===== config.mk =====
export PLATFORM = sky130hd
export DESIGN_NAME = mc_controller
export DESIGN_NICKNAME = d
export VERILOG_FILES = /design/src/rtl/mc_controller.sv
export SDC_FILE = /design/constraint.sdc
export NUM_CORES = 1
export LEC_CHECK = 0
export CORE_MARGIN = 3
export CORE_UTILIZATION = 39
export CTS_CLUSTER_DIAMETER = 100
export DETAILED_ROUTE_END_ITERATION = 16
export PLACE_DENSITY = 0.93
export SETUP_SLACK_MARGIN = 0.05
export SLEW_MARGIN = 20
export SYNTH_ARGS = -nofsm -noshare
export SYNTH_HDL_FRONTEND = slang
export SYNTH_SLANG_ARGS = --single-unit

===== constraint.sdc =====
create_clock -name clk -period 4.1 [get_ports clk]
set_input_delay 1.025 -clock clk [delete_from_list [all_inputs] [get_ports clk]]
set_output_delay 1.025 -clock clk [all_outputs]
set_load 0.01 [all_outputs]

===== src/rtl/mc_controller.sv =====
// Multi-cycle RV32 control FSM: sequences lw/sw/R/I/beq/jal over a shared memory and ALU.
// Optional MC_MEMREADY_EN adds a memready handshake that stalls FETCH, MEMREAD and MEMWRITE.
module mc_controller #(
    parameter bit HALT_ON_ILLEGAL = 1'b1
) (
    input  logic       clk,
    input  logic       reset,
`ifdef MC_MEMREADY_EN
    input  logic       memready,
`endif
    input  logic [6:0] opcode,
    input  logic [2:0] funct3,
    input  logic       funct7,
    input  logic       zero,
    output logic       pcwrite,
    output logic       adrsrc,
    output logic       memwrite,
    output logic       irwrite,
    output logic [1:0] resultsrc,
    output logic [1:0] alusrca,
    output logic [1:0] alusrcb,
    output logic [1:0] immsrc,
    output logic       regwrite,
    output logic [2:0] aluctrl,
    output logic       halted,
    output logic [3:0] state
);

    localparam logic [3:0] S_FETCH    = 4'd0;
    localparam logic [3:0] S_DECODE   = 4'd1;
    localparam logic [3:0] S_MEMADR   = 4'd2;
    localparam logic [3:0] S_MEMREAD  = 4'd3;
    localparam logic [3:0] S_MEMWB    = 4'd4;
    localparam logic [3:0] S_MEMWRITE = 4'd5;
    localparam logic [3:0] S_EXECUTER = 4'd6;
    localparam logic [3:0] S_EXECUTEI = 4'd7;
    localparam logic [3:0] S_ALUWB    = 4'd8;
    localparam logic [3:0] S_BEQ      = 4'd9;
    localparam logic [3:0] S_JAL      = 4'd10;
    localparam logic [3:0] S_HALT     = 4'd11;

    localparam logic [6:0] OP_LW  = 7'b0000011;
    localparam logic [6:0] OP_SW  = 7'b0100011;
    localparam logic [6:0] OP_R   = 7'b0110011;
    localparam logic [6:0] OP_I   = 7'b0010011;
    localparam logic [6:0] OP_BEQ = 7'b1100011;
    localparam logic [6:0] OP_JAL = 7'b1101111;

    localparam logic [1:0] ALUOP_ADD   = 2'd0;
    localparam logic [1:0] ALUOP_SUB   = 2'd1;
    localparam logic [1:0] ALUOP_FUNCT = 2'd2;

    logic [3:0] r_state;
    logic [3:0] w_next_state;
    logic       w_mem_ok;
    logic       w_pcupdate;
    logic       w_branch;
    logic       w_irwrite;
    logic       w_memwrite;
    logic       w_regwrite;
    logic [1:0] w_aluop;
    logic [2:0] w_funct_ctrl;

`ifdef MC_MEMREADY_EN
    assign w_mem_ok = memready;
`else
    assign w_mem_ok = 1'b1;
`endif

    // NOTE: state registers use non-blocking assignments so every flop samples pre-edge values.
    always_ff @(posedge clk or posedge reset) begin
        if (reset) begin
            r_state <= S_FETCH;
        end else begin
            r_state <= w_next_state;
        end
    end

    // NOTE: each always_comb assigns a default first so no path leaves a signal unassigned (no latches).
    always_comb begin
        w_next_state = r_state;
        case (r_state)
            S_FETCH:    if (w_mem_ok) w_next_state = S_DECODE;
            S_DECODE: begin
                case (opcode)
                    OP_LW, OP_SW: w_next_state = S_MEMADR;
                    OP_R:         w_next_state = S_EXECUTER;
                    OP_I:         w_next_state = S_EXECUTEI;
                    OP_BEQ:       w_next_state = S_BEQ;
                    OP_JAL:       w_next_state = S_JAL;
                    default:      w_next_state = HALT_ON_ILLEGAL ? S_HALT : S_FETCH;
                endcase
            end
            S_MEMADR:   w_next_state = (opcode == OP_SW) ? S_MEMWRITE : S_MEMREAD;
            S_MEMREAD:  if (w_mem_ok) w_next_state = S_MEMWB;
            S_MEMWB:    w_next_state = S_FETCH;
            S_MEMWRITE: if (w_mem_ok) w_next_state = S_FETCH;
            S_EXECUTER: w_next_state = S_ALUWB;
            S_EXECUTEI: w_next_state = S_ALUWB;
            S_ALUWB:    w_next_state = S_FETCH;
            S_BEQ:      w_next_state = S_FETCH;
            S_JAL:      w_next_state = S_ALUWB;
            S_HALT:     w_next_state = S_HALT;
            default:    w_next_state = S_FETCH;
        endcase
    end

    // Memory-state enables fold in memready so a stalled access never commits.
    always_comb begin
        w_pcupdate = 1'b0;
        w_branch   = 1'b0;
        w_irwrite  = 1'b0;
        w_memwrite = 1'b0;
        w_regwrite = 1'b0;
        w_aluop    = ALUOP_ADD;
        adrsrc     = 1'b0;
        resultsrc  = 2'b00;
        alusrca    = 2'b00;
        alusrcb    = 2'b00;
        halted     = 1'b0;
        case (r_state)
            S_FETCH: begin
                w_irwrite  = w_mem_ok;
                w_pcupdate = w_mem_ok;
                alusrcb    = 2'b10;
                resultsrc  = 2'b10;
            end
            S_DECODE: begin
                alusrca = 2'b01;
                alusrcb = 2'b01;
            end
            S_MEMADR: begin
                alusrca = 2'b10;
                alusrcb = 2'b01;
            end
            S_MEMREAD: adrsrc = 1'b1;
            S_MEMWB: begin
                resultsrc  = 2'b01;
                w_regwrite = 1'b1;
            end
            S_MEMWRITE: begin
                adrsrc     = 1'b1;
                w_memwrite = w_mem_ok;
            end
            S_EXECUTER: begin
                alusrca = 2'b10;
                w_aluop = ALUOP_FUNCT;
            end
            S_EXECUTEI: begin
                alusrca = 2'b10;
                alusrcb = 2'b01;
                w_aluop = ALUOP_FUNCT;
            end
            S_ALUWB:    w_regwrite = 1'b1;
            S_BEQ: begin
                alusrca  = 2'b10;
                w_aluop  = ALUOP_SUB;
                w_branch = 1'b1;
            end
            S_JAL: begin
                alusrca    = 2'b01;
                alusrcb    = 2'b10;
                w_pcupdate = 1'b1;
            end
            S_HALT:     halted = 1'b1;
            default:    halted = 1'b0;
        endcase
    end

    always_comb begin
        w_funct_ctrl = 3'b000;
        case (funct3)
            3'b000:  w_funct_ctrl = ((opcode == OP_R) && funct7) ? 3'b001 : 3'b000;
            3'b010:  w_funct_ctrl = 3'b101;
            3'b110:  w_funct_ctrl = 3'b011;
            3'b111:  w_funct_ctrl = 3'b010;
            default: w_funct_ctrl = 3'b000;
        endcase
    end

    always_comb begin
        aluctrl = 3'b000;
        case (w_aluop)
            ALUOP_SUB:   aluctrl = 3'b001;
            ALUOP_FUNCT: aluctrl = w_funct_ctrl;
            default:     aluctrl = 3'b000;
        endcase
    end

    always_comb begin
        immsrc = 2'b00;
        case (opcode)
            OP_SW:   immsrc = 2'b01;
            OP_BEQ:  immsrc = 2'b10;
            OP_JAL:  immsrc = 2'b11;
            default: immsrc = 2'b00;
        endcase
    end

    // Reset forces FETCH combinationally; the enables are masked so nothing commits during it.
    assign pcwrite  = ~reset & (w_pcupdate | (w_branch & zero));
    assign irwrite  = ~reset & w_irwrite;
    assign memwrite = ~reset & w_memwrite;
    assign regwrite = ~reset & w_regwrite;
    assign state    = r_state;

endmodule


Yosys cells after proc, flatten, opt, wreduce, memory -nomap -nowiden
Cells that the tools add are included.
{ "totals": {"word_cells": 60, "out_inout_bits": 21, "ff_bits": 4, "input_bits": 14} }
{ "op_classes": {"bitwise": 7, "eq_ne": 22, "n_reduce_logical": 12, "muxes": 18} }
{ "ops": {"columns": ["op", "n"], "rows": [
  ["4-bit one-hot mux with 6 select lines", 1],
  ["4-bit one-hot mux with 5 select lines", 1],
  ["4-bit by 3-bit == test with 1-bit output, second input constant", 4],
  ["4-bit == test, second input constant", 4],
  ["2-bit one-hot mux with 2 select lines", 4],
  ["7-bit by 6-bit == test with 1-bit output, second input constant", 2],
  ["7-bit == test, second input constant", 2],
  ["3-bit one-hot mux with 4 select lines", 1],
  ["2-bit OR reduction", 6],
  ["4-bit by 2-bit == test with 1-bit output, second input constant", 2],
  ["1-bit two-way mux", 8],
  ["7-bit by 2-bit == test with 1-bit output, second input constant", 1],
  ["7-bit by 5-bit == test with 1-bit output, second input constant", 1],
  ["3-bit == test, second input constant", 2],
  ["2-bit one-hot mux with 3 select lines", 1],
  ["3-bit one-hot mux with 2 select lines", 1],
  ["3-bit OR reduction", 2],
  ["1-bit bitwise AND", 5],
  ["4-bit by 1-bit == test with 1-bit output, second input constant", 1],
  ["4-bit logical NOT", 1],
  ["4-bit OR reduction", 1],
  ["3-bit by 2-bit == test with 1-bit output, second input constant", 1],
  ["3-bit logical NOT", 1],
  ["3-bit two-way mux", 1],
  ["5 further kinds", 5]
]} }

Longest topological paths before layout
{ "depth": {"ltp_word": 5, "mapped_depth": 7, "mapped_depth_nobuf": 6} }

Worst setup path before layout
No wires, ideal clock.
{ "synth_path": {"kind": "input to output", "from": "input port opcode[2]", "to": "output port aluctrl[0]", "slack_ns": 0.909, "required_ns": 3.075, "n_path_buf": 1, "arrival_time_ns": 2.166, "stages": 4, "path_cell_list": "or3_1 -> buf_2 -> or4_4 -> o22ai_2"} }
{ "synth_between": {"elab_chain_cells": 5} }
{ "synth_rtl": {"columns": ["item", "line_no", "text"], "rows": [
  ["start: declaration", "11", "input logic [6:0] opcode,"],
  ["7-bit by 6-bit == test with 1-bit output", "173", "3'b000: w_funct_ctrl = ((opcode == OP_R) && funct7) ? 3'b001 : 3'b000;"],
  ["1-bit logical AND", "173", null],
  ["1-bit two-way mux", "173", null],
  ["3-bit one-hot mux with 4 select lines", "172", "case (funct3)"],
  ["3-bit one-hot mux with 2 select lines", "183", "case (w_aluop)"],
  ["end: declaration", "24", "output logic [2:0] aluctrl,"]
]} }
No other way between the ends.

Final worst setup path
{ "layout_path": {"from": "input port opcode[3]", "to": "output port aluctrl[0]"} }
Same word-level chain as after synthesis.

==> flow_metrics.py <==
metrics = {
    "worst_setup_path": {
        "path_cells": "clkdlybuf4s50_1 > or3_1 > or4_4 > o22ai_2 > dlygate4sd2_1",
        "cp_top_family": "simple AND/OR/NAND/NOR gates",
        "end_kind": "output port",
        "cp.required_ns": 3.07,
        "crit_slowest_cell": "or4_4",
        "timing.rr.end": "state[1]",
        "worstPathArrival_ns": 2.78,
        "cp_num_buf_inv": 2,
        "rr_worst_depth": 3,
        "crit_fanout": 4,
        "reg2reg_slack_ns": 2.85,
        "critPathKind": "in2out",
        "crit_start": "opcode[3]",
        "cpPeakStageDelay_ns": 0.52,
        "r2r_start": "state[1]",
        "start_kind": "primary input",
    },
    "die": {
        "core_mm2": 0.00135,
        "die_h_um": 44.5,
        "die_w_um": 44.5,
        "start_util_pct": 42.9,
        "row_count": 13,
        "ios": 35,
        "die-area_mm2": 0.00198,
    },
    "route": {
        "wl_um": 1630,
        "via_per_inst": 5.43,
        "first_iter_violations": 11,
        "num_vias": 711,
        "dr.pass1.iters": 4,
        "drcViolationCount": 0,
        "post_drt_wl_per_cell_um": 12.4,
        "final_antenna_net_count": 0,
    },
    "sta": {
        "setup_violations": 0,
        "tns_ns": 0,
        "rsz0062_at_grt": "no",
        "slew_violations": 0,
        "fin_skew_ns": 0.00132,
        "worstMarginPinSlew_ns": 0.670,
        "setup_ws_ns": 0.299,
        "max_slew_margin_pct": 54.7,
        "period_share_pct": 92.7,
        "fmax_mhz": 263,
        "period_needed_ns": 3.80,
        "final_hold_viol_count": 0,
    },
    "clock_network": {
        "ctsResizeCount": 1,
        "clk_latency_ns": 0.24,
        "cts_made_buffers": 3,
        "clk_path_buf_depth": 2,
        "postCtsSetupRepairBufs": 0,
        "clk_pin_slew_ns": 0.04,
        "cts_max_level": 1,
        "clk_root_buffer_cell": "clkbuf_4",
        "cts_tree": "yes",
        "numClockSinks": 4,
        "ctsHoldBuffers": 0,
    },
    "layout": {
        "layout.nets": 134,
        "fin_area_um2": 951,
        "largest_reg_flops": 4,
        "final_common_cell": "clkdlybuf4s50_1",
        "synthToLayoutAreaGrowth_pct": 64.1,
        "final_cells": 131,
        "final_layout_size_suffix_gt1_share_pct": 9.48,
        "num_antenna_cells": 0,
        "layout.cells.most_common_list": "33 x clkdlybuf4s50_1, 8 x nor2_1, 6 x nand2_1, 6 x o21ai_0",
    },
    "grt": {
        "grt_start_max_net_pins": 19,
        "first_global_vias": 621,
        "grtUsageMet1_pct": 21.3,
        "grt_antenna_before_repair": 0,
        "gr-usage-all-layers_pct": 18.0,
        "grt-ovfl-total": 0,
        "grt_busiest_layer": "met2",
        "use_met2_pct": 30.9,
        "met3_usage_pct": 2.85,
        "grt_pass1_wl_um": 2660,
    },
    "placed_design": {
        "gp_congestion": 0.740,
        "hpwl_um": 1270,
        "portBuffers": 34,
        "placed_area_um2": 930,
        "pre_cts_ws_ns": 0.0348,
        "dp_cells": 128,
    },
    "synthesis": {
        "syn_area_per_cell_um2": 6.90,
        "netlist_top_cells_area": "dfrtp_1 17%, o21ai_0 5.2%, nor2_1 5.2%",
        "yosysSeqAreaShare_pct": 17.3,
        "synth_seq_cells": 4,
        "synth.top_cell.area_share_pct": 17.3,
        "synth_ff_type": "dfrtp_1",
        "synth_edf_count": 0,
        "synth_cell_type_count": 36,
        "syn_inst": 84,
        "synth_nets": 100,
        "yosys.area.top_type": "dfrtp_1",
        "ys_warn_count": 0,
        "async_flop_share_pct": 100,
        "synthesis.area_um2": 579,
    },
    "flow_run": {
        "maxCapViolCount": 0,
    },
    "outcome": {
        "status": "finished, final reports clean",
    },
    "worst_hold_path": {
        "hold_class": "reg2reg",
        "hp-start": "state[2]",
        "hold_path_end": "state[1]",
        "hold_depth": 1,
    },
    "power_and_ir_drop": {
        "powerDensity_mw_per_mm2": 607,
        "p_leak_nw": 0.346,
        "finalPower_mw": 0.577,
        "peakVddDrop_mv": 0.246,
    },
}
-- how the worst max path moves through the flow --
| stage | cells past startpoint | to | slack [ns] |
|---|---|---|---|
| after detailed placement | 5 | aluctrl[0] | 0.03 |
| final | 5 | aluctrl[0] | 0.30 |
| after global routing | 5 | aluctrl[0] | 0.24 |
| after global placement | 5 | aluctrl[0] | 0.03 |
| after floorplan | 4 | aluctrl[0] | 0.91 |
| after CTS | 5 | aluctrl[0] | 0.30 |
-- area by class of cell --
cell class | count | area, um2
multi-input combinational | 67 | 429
sequential | 4 | 100
fill | 113 | 399
clock buffer | 3 | 22.5
tap | 15 | 18.8
timing repair buffer | 37 | 362
inverter | 5 | 18.8
-- cell usage after synthesis (2+ instances only) --
library cell,number
nor2_1,8
ha_1,2
clkbuf_1,6
a21oi_1,3
xnor2_1,3
dfrtp_1,4
nand2_1,6
and2_1,2
nand3_1,3
nor3b_1,4
inv_1,5
o21ai_0,6
nand2b_1,4
nor3_1,5
nor4_1,2
-- report_power, final --
group	total (mW)	internal (mW)	leakage, nW	switching, mW
clock network	0.0487	0.0327	0.0138	0.0160
registers	0.118	0.0575	0.0497	0.0600
logic	0.411	0.233	0.283	0.177
-- worst register-to-register path: cells and delay by family (launching register included) --
| family | cells | cell delay (ns) |
|---|---|---|
| flip-flops | 1 | 0.68 |
| AO/OA/AOI/OAI | 2 | 0.26 |
| AND/OR/NAND/NOR | 1 | 0.23 |
-- metrics by stage --
| step | utilization (%) | hold WS (ns) |
|---|---|---|
| 6_report | 70.4 | 0.756 |
| 5_1_grt | 70.4 | 0.844 |
| 4_1_cts | 70.4 | 0.755 |
| 3_5_place_dp | 68.9 | 0.754 |
| 3_3_place_gp | 68.9 | 0.744 |
| 2_1_floorplan | - | 0.805 |
-- kinds of logic after synthesis --
| kind of cell | count (synthesis) | share of synthesized area, % |
|---|---|---|
| adder cells (fa/ha/maj) | 2 | 4.32 |
| flip-flops | 4 | 17.3 |
| AO/OA/AOI/OAI | 19 | 22.9 |
| buffers and inverters | 13 | 8.64 |
| XOR/XNOR | 4 | 6.05 |
| AND/OR/NAND/NOR | 42 | 40.8 |
-- routing by layer --
metal | share of wire, % | wire (um)
met4 | 0.68 | 11
met1 | 43 | 694
met3 | 5.5 | 90
met5 | 0 | 0
met2 | 51 | 833
Power figures use the tool's default switching activity.
